===== src/rtl/cv_divider_arbiter_if.sv =====
// Bundle of client-side and divider-side signals around the shared divider arbiter.
// The slave modport is the arbiter's view; master is the surrounding environment.
interface cv_divider_arbiter_if #(
  parameter int unsigned NREQ  = 4,
  parameter int unsigned WIDTH = 32
);
  logic [NREQ-1:0]       cli_req;
  logic [NREQ*WIDTH-1:0] cli_nn;
  logic [NREQ*WIDTH-1:0] cli_dd;
  logic [NREQ-1:0]       cli_gnt;
  logic [NREQ-1:0]       cli_done;
  logic [WIDTH-1:0]      cli_rr;
  logic                  cli_fail;
  logic                  div_req;
  logic [WIDTH-1:0]      div_nn;
  logic [WIDTH-1:0]      div_dd;
  logic                  div_rdy;
  logic [WIDTH-1:0]      div_rr;
  logic                  busy;

  modport slave (
    input  cli_req, cli_nn, cli_dd, div_rdy, div_rr,
    output cli_gnt, cli_done, cli_rr, cli_fail, div_req, div_nn, div_dd, busy
  );

  modport master (
    output cli_req, cli_nn, cli_dd, div_rdy, div_rr,
    input  cli_gnt, cli_done, cli_rr, cli_fail, div_req, div_nn, div_dd, busy
  );
endinterface


===== src/rtl/cv_divider_arbiter.sv =====
// Round-robin arbiter sharing one req/rdy integer divider between NREQ clients,
// with local divide-by-zero handling and a watchdog for a divider that never answers.
module cv_divider_arbiter #(
  parameter int unsigned NREQ    = 4,
  parameter int unsigned WIDTH   = 32,
  parameter int unsigned TIMEOUT = 255
) (
  input  logic                 i_clk,
  input  logic                 i_reset,
  cv_divider_arbiter_if.slave  io_bus
);

  localparam int unsigned IdxW = (NREQ > 1) ? $clog2(NREQ) : 1;

  typedef enum logic [1:0] {StIdle, StIssue, StWait, StReturn} state_e;

  state_e            r_state, w_state_d;
  logic [IdxW-1:0]   r_last, w_last_d;
  logic [IdxW-1:0]   r_owner, w_owner_d;
  logic [WIDTH-1:0]  r_nn, w_nn_d;
  logic [WIDTH-1:0]  r_dd, w_dd_d;
  logic              r_stale, w_stale_d;
  logic [15:0]       r_wdog, w_wdog_d;
  logic [NREQ-1:0]   r_gnt, w_gnt_d;
  logic [NREQ-1:0]   r_done, w_done_d;
  logic [WIDTH-1:0]  r_cli_rr, w_cli_rr_d;
  logic              r_cli_fail, w_cli_fail_d;

  logic              w_found;
  logic [IdxW-1:0]   w_win;
  logic [WIDTH-1:0]  w_sel_nn, w_sel_dd;
  logic [WIDTH-1:0]  w_rr;
  logic              w_fail;

  // Round-robin scan starting one past the previous winner.
  always_comb begin : p_rr
    int unsigned idx;
    w_found = 1'b0;
    w_win   = '0;
    idx     = 0;
    for (int unsigned i = 1; i <= NREQ; i++) begin
      idx = 32'(r_last) + i;
      if (idx >= NREQ) idx = idx - NREQ;
      if (!w_found && io_bus.cli_req[IdxW'(idx)]) begin
        w_found = 1'b1;
        w_win   = IdxW'(idx);
      end
    end
  end

  assign w_sel_nn = io_bus.cli_nn[32'(w_win) * WIDTH +: WIDTH];
  assign w_sel_dd = io_bus.cli_dd[32'(w_win) * WIDTH +: WIDTH];

  always_comb begin : p_next
    w_state_d    = r_state;
    w_last_d     = r_last;
    w_owner_d    = r_owner;
    w_nn_d       = r_nn;
    w_dd_d       = r_dd;
    w_stale_d    = r_stale;
    w_wdog_d     = r_wdog;
    w_gnt_d      = '0;
    w_done_d     = '0;
    w_cli_rr_d   = '0;
    w_cli_fail_d = 1'b0;
    w_rr         = '0;
    w_fail       = 1'b0;
    unique case (r_state)
      StIdle: begin
        if (io_bus.div_rdy) w_stale_d = 1'b0;
        if (w_found) begin
          w_nn_d          = w_sel_nn;
          w_dd_d          = w_sel_dd;
          w_owner_d       = w_win;
          w_last_d        = w_win;
          w_gnt_d[w_win]  = 1'b1;
          if (w_sel_dd == '0) begin
            w_rr      = '1;
            w_fail    = 1'b1;
            w_state_d = StReturn;
          end else begin
            w_state_d = StIssue;
          end
        end
      end
      StIssue: begin
        w_wdog_d  = 16'(TIMEOUT);
        w_state_d = StWait;
      end
      StWait: begin
        if (io_bus.div_rdy && !r_stale) begin
          w_rr      = io_bus.div_rr;
          w_fail    = 1'b0;
          w_state_d = StReturn;
        end else begin
          // A rdy while stale belongs to the abandoned operation: drop it, keep counting.
          if (io_bus.div_rdy) w_stale_d = 1'b0;
          w_wdog_d = r_wdog - 16'd1;
          if (r_wdog <= 16'd1) begin
            w_rr      = '0;
            w_fail    = 1'b1;
            w_stale_d = 1'b1;
            w_state_d = StReturn;
          end
        end
      end
      StReturn: begin
        if (io_bus.div_rdy) w_stale_d = 1'b0;
        w_state_d = StIdle;
      end
      default: w_state_d = StIdle;
    endcase
    // Result outputs are registered on entry to RETURN so they line up with the state.
    if (w_state_d == StReturn) begin
      w_done_d[w_owner_d] = 1'b1;
      w_cli_rr_d          = w_rr;
      w_cli_fail_d        = w_fail;
    end
  end

  always_ff @(posedge i_clk or negedge i_reset) begin
    if (!i_reset) begin
      r_state    <= StIdle;
      r_last     <= IdxW'(NREQ - 1);
      r_owner    <= '0;
      r_nn       <= '0;
      r_dd       <= '0;
      r_stale    <= 1'b0;
      r_wdog     <= '0;
      r_gnt      <= '0;
      r_done     <= '0;
      r_cli_rr   <= '0;
      r_cli_fail <= 1'b0;
    end else begin
      r_state    <= w_state_d;
      r_last     <= w_last_d;
      r_owner    <= w_owner_d;
      r_nn       <= w_nn_d;
      r_dd       <= w_dd_d;
      r_stale    <= w_stale_d;
      r_wdog     <= w_wdog_d;
      r_gnt      <= w_gnt_d;
      r_done     <= w_done_d;
      r_cli_rr   <= w_cli_rr_d;
      r_cli_fail <= w_cli_fail_d;
    end
  end

  assign io_bus.cli_gnt  = r_gnt;
  assign io_bus.cli_done = r_done;
  assign io_bus.cli_rr   = r_cli_rr;
  assign io_bus.cli_fail = r_cli_fail;
  assign io_bus.div_req  = (r_state == StIssue);
  assign io_bus.div_nn   = r_nn;
  assign io_bus.div_dd   = r_dd;
  assign io_bus.busy     = (r_state != StIdle);

endmodule


===== src/flat_wrapper.sv =====
// flat-port wrapper written by rule: the top's interface ports become plain ports
module cv_divider_arbiter_flat 
#(
  parameter int unsigned NREQ    = 4,
  parameter int unsigned WIDTH   = 32,
  parameter int unsigned TIMEOUT = 255
)
  (i_clk, i_reset, io_bus_cli_req, io_bus_cli_nn, io_bus_cli_dd, io_bus_div_rdy, io_bus_div_rr, io_bus_cli_gnt, io_bus_cli_done, io_bus_cli_rr, io_bus_cli_fail, io_bus_div_req, io_bus_div_nn, io_bus_div_dd, io_bus_busy);
  cv_divider_arbiter_if #(.NREQ(NREQ), .WIDTH(WIDTH)) io_bus_i ();
  input  logic i_clk;
  input  logic i_reset;
  input wire logic [$bits(io_bus_i.cli_req)-1:0] io_bus_cli_req;
  input wire logic [$bits(io_bus_i.cli_nn)-1:0] io_bus_cli_nn;
  input wire logic [$bits(io_bus_i.cli_dd)-1:0] io_bus_cli_dd;
  input wire logic [$bits(io_bus_i.div_rdy)-1:0] io_bus_div_rdy;
  input wire logic [$bits(io_bus_i.div_rr)-1:0] io_bus_div_rr;
  output wire logic [$bits(io_bus_i.cli_gnt)-1:0] io_bus_cli_gnt;
  output wire logic [$bits(io_bus_i.cli_done)-1:0] io_bus_cli_done;
  output wire logic [$bits(io_bus_i.cli_rr)-1:0] io_bus_cli_rr;
  output wire logic [$bits(io_bus_i.cli_fail)-1:0] io_bus_cli_fail;
  output wire logic [$bits(io_bus_i.div_req)-1:0] io_bus_div_req;
  output wire logic [$bits(io_bus_i.div_nn)-1:0] io_bus_div_nn;
  output wire logic [$bits(io_bus_i.div_dd)-1:0] io_bus_div_dd;
  output wire logic [$bits(io_bus_i.busy)-1:0] io_bus_busy;
  assign io_bus_i.cli_req = io_bus_cli_req;
  assign io_bus_i.cli_nn = io_bus_cli_nn;
  assign io_bus_i.cli_dd = io_bus_cli_dd;
  assign io_bus_i.div_rdy = io_bus_div_rdy;
  assign io_bus_i.div_rr = io_bus_div_rr;
  assign io_bus_cli_gnt = io_bus_i.cli_gnt;
  assign io_bus_cli_done = io_bus_i.cli_done;
  assign io_bus_cli_rr = io_bus_i.cli_rr;
  assign io_bus_cli_fail = io_bus_i.cli_fail;
  assign io_bus_div_req = io_bus_i.div_req;
  assign io_bus_div_nn = io_bus_i.div_nn;
  assign io_bus_div_dd = io_bus_i.div_dd;
  assign io_bus_busy = io_bus_i.busy;
  cv_divider_arbiter #(.NREQ(NREQ), .WIDTH(WIDTH), .TIMEOUT(TIMEOUT)) u_core (.i_clk(i_clk), .i_reset(i_reset), .io_bus(io_bus_i));
endmodule

===== config.mk =====
export PLATFORM = sky130hd
export DESIGN_NAME = cv_divider_arbiter_flat
export DESIGN_NICKNAME = d
export VERILOG_FILES = /design/src/rtl/cv_divider_arbiter_if.sv /design/src/rtl/cv_divider_arbiter.sv /design/src/flat_wrapper.sv
export SDC_FILE = /design/constraint.sdc
export NUM_CORES = 1
export LEC_CHECK = 0
export ABC_AREA = 0
export CORE_AREA = 2 2 154 156
export DETAILED_ROUTE_END_ITERATION = 8
export DIE_AREA = 0 0 156 158
export GPL_TIMING_DRIVEN = 0
export PLACE_DENSITY = 0.67
export SYNTH_ARGS = -nofsm -noshare
export SYNTH_HDL_FRONTEND = slang
export SYNTH_SLANG_ARGS = --single-unit

===== constraint.sdc =====
create_clock -name i_clk -period 5.6 [get_ports i_clk]
set_input_delay 0.56 -clock i_clk [delete_from_list [all_inputs] [get_ports i_clk]]
set_output_delay 0.56 -clock i_clk [all_outputs]
set_load 0.02 [all_outputs]

# Yosys cells after proc, flatten, opt, wreduce, memory -nomap -nowiden
# Cells that the tools add are included.
[word_totals]
output_inout_bits = 107
word_cells = 110
input_bits = 295
reg_bits = 128
[op_classes]
order_cmp = 13
addsub = 9
shifts = 2
n_mux = 51
reduce_logical = 19
n_eq_ne = 5
[op_table]
columns = ["cell", "count"]
rows = [
  ["indexed part select 128 x 8 -> 32 bit", 2],
  ["2-to-1 mux 32 bit", 4],
  ["case mux 32 bit (2 select lines)", 1],
  ["zero test 32 bit", 1],
  ["case mux 16 bit (2 select lines)", 1],
  ["2-to-1 mux 2 bit", 14],
  ["less-than comparator 2 x 3 -> 1 bit, second input constant", 6],
  ["2-to-1 mux 1 bit", 18],
  ["<= comparator 16 x 1 -> 1 bit, second input constant", 1],
  ["2-to-1 mux 16 bit", 1],
  ["subtractor 16 x 1 -> 16 bit, second input constant", 1],
  ["2-to-1 mux 4 bit", 3],
  [">= comparator 3 bit, second input constant", 3],
  ["binary-select mux 1 bit (select 2 bit)", 4],
  ["case mux 2 bit (4 select lines)", 1],
  ["subtractor 2 x 1 -> 2 bit, second input constant", 4],
  ["adder 2 x 2 -> 3 bit, second input constant", 2],
  ["== test 2 bit, second input constant", 3],
  ["logical AND 1 bit", 6],
  ["AND reduction 2 bit", 3],
  ["nonzero test 2 bit", 3],
  ["adder 2 x 3 -> 4 bit, second input constant", 1],
  ["demux 1 bit (select 2 bit)", 2],
  [">= comparator 2 x 1 -> 1 bit, second input constant", 2],
  ["other kinds (8)", 12],
]

# Logic depth before layout (Yosys ltp)
[depth]
word_depth = 22
depth_mapped = 14
ltp_nobuf = 10

# Worst setup path after synthesis
# OpenSTA, ideal clock, no wires.
[synth_path]
path_type = "in2reg"
from = "in io_bus_cli_req[1]"
to = "reg u_core.r_cli_rr[23] (netlist: u_core.io_bus.cli_rr[23])"
stages = 11
n_path_buf = 4
setup_time_ps = 79
path_slack_ps = 3026
t_arrival_ps = 2495
required_ps = 5521
path_cell_list = "or2_1 a311o_1 buf_2 buf_2 a31oi_1 nand3_1 nor4_2 nand4_1 buf_6 buf_6 o21ai_2"
[synth_between]
elab_chain_len = 19
word_cells_on_any_way = 32
cone_classes = "eq/ne: 1; shift: 1; mux: 23; reduce/logical: 7"
[synth_rtl]
columns = ["element", "line_no", "source"]
rows = [
  ["from (decl)", "flat_wrapper.sv:12", "input wire logic [$bits(io_bus_i.cli_req)-1:0] io_bus_cli_req;"],
  ["binary-select mux 1 bit (select 2 bit)", "cv_divider_arbiter.sv:44", "if (!w_found && io_bus.cli_req[IdxW'(idx)]) begin"],
  ["2-to-1 mux 1 bit (implied by the code)", "cv_divider_arbiter.sv:44", ""],
  ["2-to-1 mux 1 bit", "cv_divider_arbiter.sv:44", ""],
  ["zero test 1 bit", "cv_divider_arbiter.sv:44", ""],
  ["logical AND 1 bit", "cv_divider_arbiter.sv:44", ""],
  ["2-to-1 mux 1 bit", "cv_divider_arbiter.sv:44", ""],
  ["zero test 1 bit", "cv_divider_arbiter.sv:44", ""],
  ["logical AND 1 bit", "cv_divider_arbiter.sv:44", ""],
  ["[... 4 more ...]", "--", ""],
  ["indexed part select 128 x 8 -> 32 bit", "cv_divider_arbiter.sv:52", "assign w_sel_dd = io_bus.cli_dd[32'(w_win) * WIDTH +: WIDTH];"],
  ["zero test 32 bit", "cv_divider_arbiter.sv:77", "if (w_sel_dd == '0) begin"],
  ["2-to-1 mux 2 bit", "cv_divider_arbiter.sv:77", ""],
  ["2-to-1 mux 2 bit", "cv_divider_arbiter.sv:71", "if (w_found) begin"],
  ["case mux 2 bit (4 select lines)", "cv_divider_arbiter.sv:68", "unique case (r_state)"],
  ["== test 2 bit", "cv_divider_arbiter.sv:114", "if (w_state_d == StReturn) begin"],
  ["2-to-1 mux 32 bit (*)", "cv_divider_arbiter.sv:114", ""],
  ["named net u_core.w_cli_rr_d[23]", "cv_divider_arbiter.sv:26", "logic [WIDTH-1:0] r_cli_rr, w_cli_rr_d;"],
  ["to (signal assigned)", "cv_divider_arbiter.sv:144", "r_cli_rr <= w_cli_rr_d;"],
  ["to (decl)", "cv_divider_arbiter.sv:26", ""],
]
# Mark *: on every way through the listed nets, which the timed path passes. The rest lies on a longest branch. The select of a mux whose other input is x is not followed.
# A chain may end at the register's enable or synchronous reset.

# Final worst setup path
[layout_path]
from = "in io_bus_cli_req[1]"
to = "reg u_core.r_cli_rr[26] (netlist: u_core.io_bus.cli_rr[26])"
# Same word-level chain as after synthesis.

==> results.md <==
- Outcome: completed
- Startpoint types: input pin
- First-pass GRT wire length: 45420 um
- Synth unique cells: 50
- #FFs+latches synth: 128
- Worst Tran Pin Value: 0.7644 ns
- Overall Power: 5.835 mW
- I/O Buffers: 401
- Vias after detailed routing: 8107
- Most area-hungry cell type in the Yosys netlist: dfrtp_1
- Routed WL: 30750 um
- Placed insts: 1635
- Final clock skew: 0.01972 ns
- Clock transition at path regs: 0.06 ns
- Residual DRC: 0
- Fin area: 12170 um^2
- Area occupied by multi-input gates: 3438 um^2
- Routability cong.: 0.8975
- Cts bufs inserted: 17
- Synth Warn #: 0
- Placement Rows: 56
- Iteration count of the initial detailed-routing pass: 5
- CP Class: input pin to flop
- Final worst slack: 1.883 ns
- Highest-count cells in the layout ignoring fill and taps: clkdlybuf4s50_1, nand2_1, dfrtp_1
- Die Y: 158 um
- CP Data Required Time: 5.93 ns
- Worst min-delay path category: input pin to asynchronous set/reset pin
- Iter 0 DRT Violations: 447
- RSZ-0062 raised after global routing: false
- Max-cap viol count: 0
- Synthesized instance count: 943
- CTS resizes: 0
- WHS: 0.09156 ns
- Synth Net Count: 1243
- Clock tree from TritonCTS: done
- Pre-CTS WS: 1.467 ns
- Syn Std Cell Area: 7086 um^2
- H-tree Lvls: 4
- Vias in the first global route: 8192
- Core ar.: 23050 um^2
- GR Util All Layers: 0.2444
- Register area: 3206 um^2
- Post-CTS Hold Buffers: 0
- Max VDD drop: 0.1908 mV
- Final setup TNS: 0 ns
- # diodes: 0
- Most common cell after layout, fill and taps aside: clkdlybuf4s50_1
- Slowest library cell on the worst path: a311oi_2
- Critical path peak fanout: 10
- Io pins: 402
- Worst EP arrival: 4.05 ns
- PD cells: 479.4 nW/um^2
- Dominant synthesized flop cell: dfrtp_1
- Worst-Skew Late Latency: 0.42 ns
- Leakage power: 5.390 nW
- Final nets: 1664
- Endpoints failing setup: 0
- Post-CTS setup buffers: 0
- Root Driver: clkbuf_16
- Avg Vias per Cell: 4.863
- Antenna viol nets, final: 0
- Post-synthesis async set-or-reset flop share: 1.000
- Die Span X: 156 um
- Final std cells w/o fill: 1667
- Sequential area share after synthesis: 0.4524
- Max Slew Vio Count: 0
- Fin crit period: 3.717 ns
- Area share of the largest cell type after synthesis: 0.4450
- Initial core utilization: 0.3074
- Fill cell count: 2216
- Clk buf depth: 2
- Wirelength per Cell: 18.44 um
- DP Wirelength: 24230 um
- Syn Area/Cell: 7.514 um^2
- Placed cell areas: 11490 um^2
- Share of cells above drive strength 1: 0.06245
- Global route overflow: 0
- Largest net degree at the start of global routing: 78
- Antenna violations before repair: 0
- Crit end category: flop
- Critical path's largest stage delay: 0.66 ns
- Period utilization: 0.6638
- EDFF count, synth: 0
- Die ar.: 24650 um^2
- Area Overhead vs Synth: 71.78%
- CP cell instances: clkdlybuf4s50_1 -> or2_1 -> a311oi_2 -> buf_2 -> nand2_1 -> a21oi_1 -> a21oi_1 -> nor4_1 -> nand4_1 -> buf_6 -> buf_6 -> o21ai_2
- Rel. slew slack: 0.4904
- F_max: 269.0 MHz
- Synth area leaders: dfrtp_1, nand2_1, nand3_1, o21ai_0, a21oi_1
- Sink Count: 128
- Final hold vios: 0
- Final Util: 0.5280
where the power goes:
part           internal [mW]  switching [mW]
clock                  0.845           0.442
sequential              1.22           0.165
combinational           1.19            1.97
total                   3.26            2.57
cells by family (layout without fill, tap and decap cells):
family	after synthesis	after routing	share of synthesized area
adder cells (fa/ha/maj)	5	5	0.008829
flip-flops	128	128	0.4524
multiplexers	8	8	0.01254
buffers and inverters	105	539	0.06233
XOR/XNOR	4	4	0.004945
AND/OR/NAND/NOR	514	514	0.3126
AO/OA/AOI/OAI	179	179	0.1464
flip-flops by register name, indices dropped and copies added, names as in the netlist:
name,count
u_core.r_wdog,16
u_core.r_state,2
u_core.io_bus.cli_gnt,4
u_core.io_bus.cli_rr,32
u_core.io_bus.div_nn,32
u_core.r_owner,2
u_core.r_stale,1
u_core.io_bus.div_dd,32
u_core.io_bus.cli_fail,1
u_core.r_last,2
u_core.io_bus.cli_done,4
worst paths after layout:
path | start | end | slack, ns | cells after the start
max | io_bus_cli_req[1] | u_core.io_bus.cli_rr[26]$_DFF_PN0_ | 1.88 | 12
max reg2reg | u_core.r_last[0]$_DFFE_PN1P_ | u_core.io_bus.div_nn[31]$_DFFE_PN0P_ | 2.11 | 10
max in group asynchronous | i_reset | u_core.r_last[0]$_DFFE_PN1P_ | 4.74 | 2
min in group i_clk | u_core.io_bus.div_nn[1]$_DFFE_PN0P_ | u_core.io_bus.div_nn[1]$_DFFE_PN0P_ | 0.48 | 2
min | i_reset | u_core.io_bus.cli_rr[29]$_DFF_PN0_ | 0.09 | 1
min reg2reg | u_core.io_bus.div_nn[1]$_DFFE_PN0P_ | u_core.io_bus.div_nn[1]$_DFFE_PN0P_ | 0.48 | 2
final cells by class:
| cell class | instances | share of cell area |
|---|---|---|
| Inverter | 41 | 0.01264 |
| Sequential cell | 128 | 0.2634 |
| Multi-Input combinational cell | 710 | 0.2825 |
| Timing Repair Buffer | 402 | 0.3321 |
| Tap cell | 290 | 0.02981 |
| Clock inverter | 14 | 0.02066 |
| Clock buffer | 18 | 0.03526 |
| Buffer | 64 | 0.02364 |
per-layer routing:
metal | routed length, um | vias up | part of all wire | global-route usage
li1 | - | 3978 | - | -
met1 | 11910 | 3747 | 0.39 | 0.2706
met2 | 15610 | 336 | 0.51 | 0.4477
met3 | 2319 | 46 | 0.075 | 0.05995
met4 | 914 | 0 | 0.030 | 0.1018
met5 | 0 | - | 0 | 0
worst max-delay path, delay by kind of cell:
kind / cells / cell delay (ns)
buffers and inverters: 4 / 1.26
AOI/OAI and AO/OA: 4 / 1.04
and+or+nand+nor: 4 / 1.18
synth_stat cells, types with 3 or more instances:
library cell,n
and3_1,8
nand4_1,8
nand2_2,3
buf_2,8
nor2_1,34
nand2b_1,4
buf_1,9
a31oi_1,8
ha_1,5
o21ai_0,78
buf_6,5
nand3_1,97
mux2_2,7
nand2_1,331
dfrtp_1,126
o21ai_2,18
or3_1,6
xnor2_1,3
clkbuf_1,42
nor3_1,7
a21oi_1,58
inv_1,41
nor4_1,4
(Power assumes the default switching activity.)
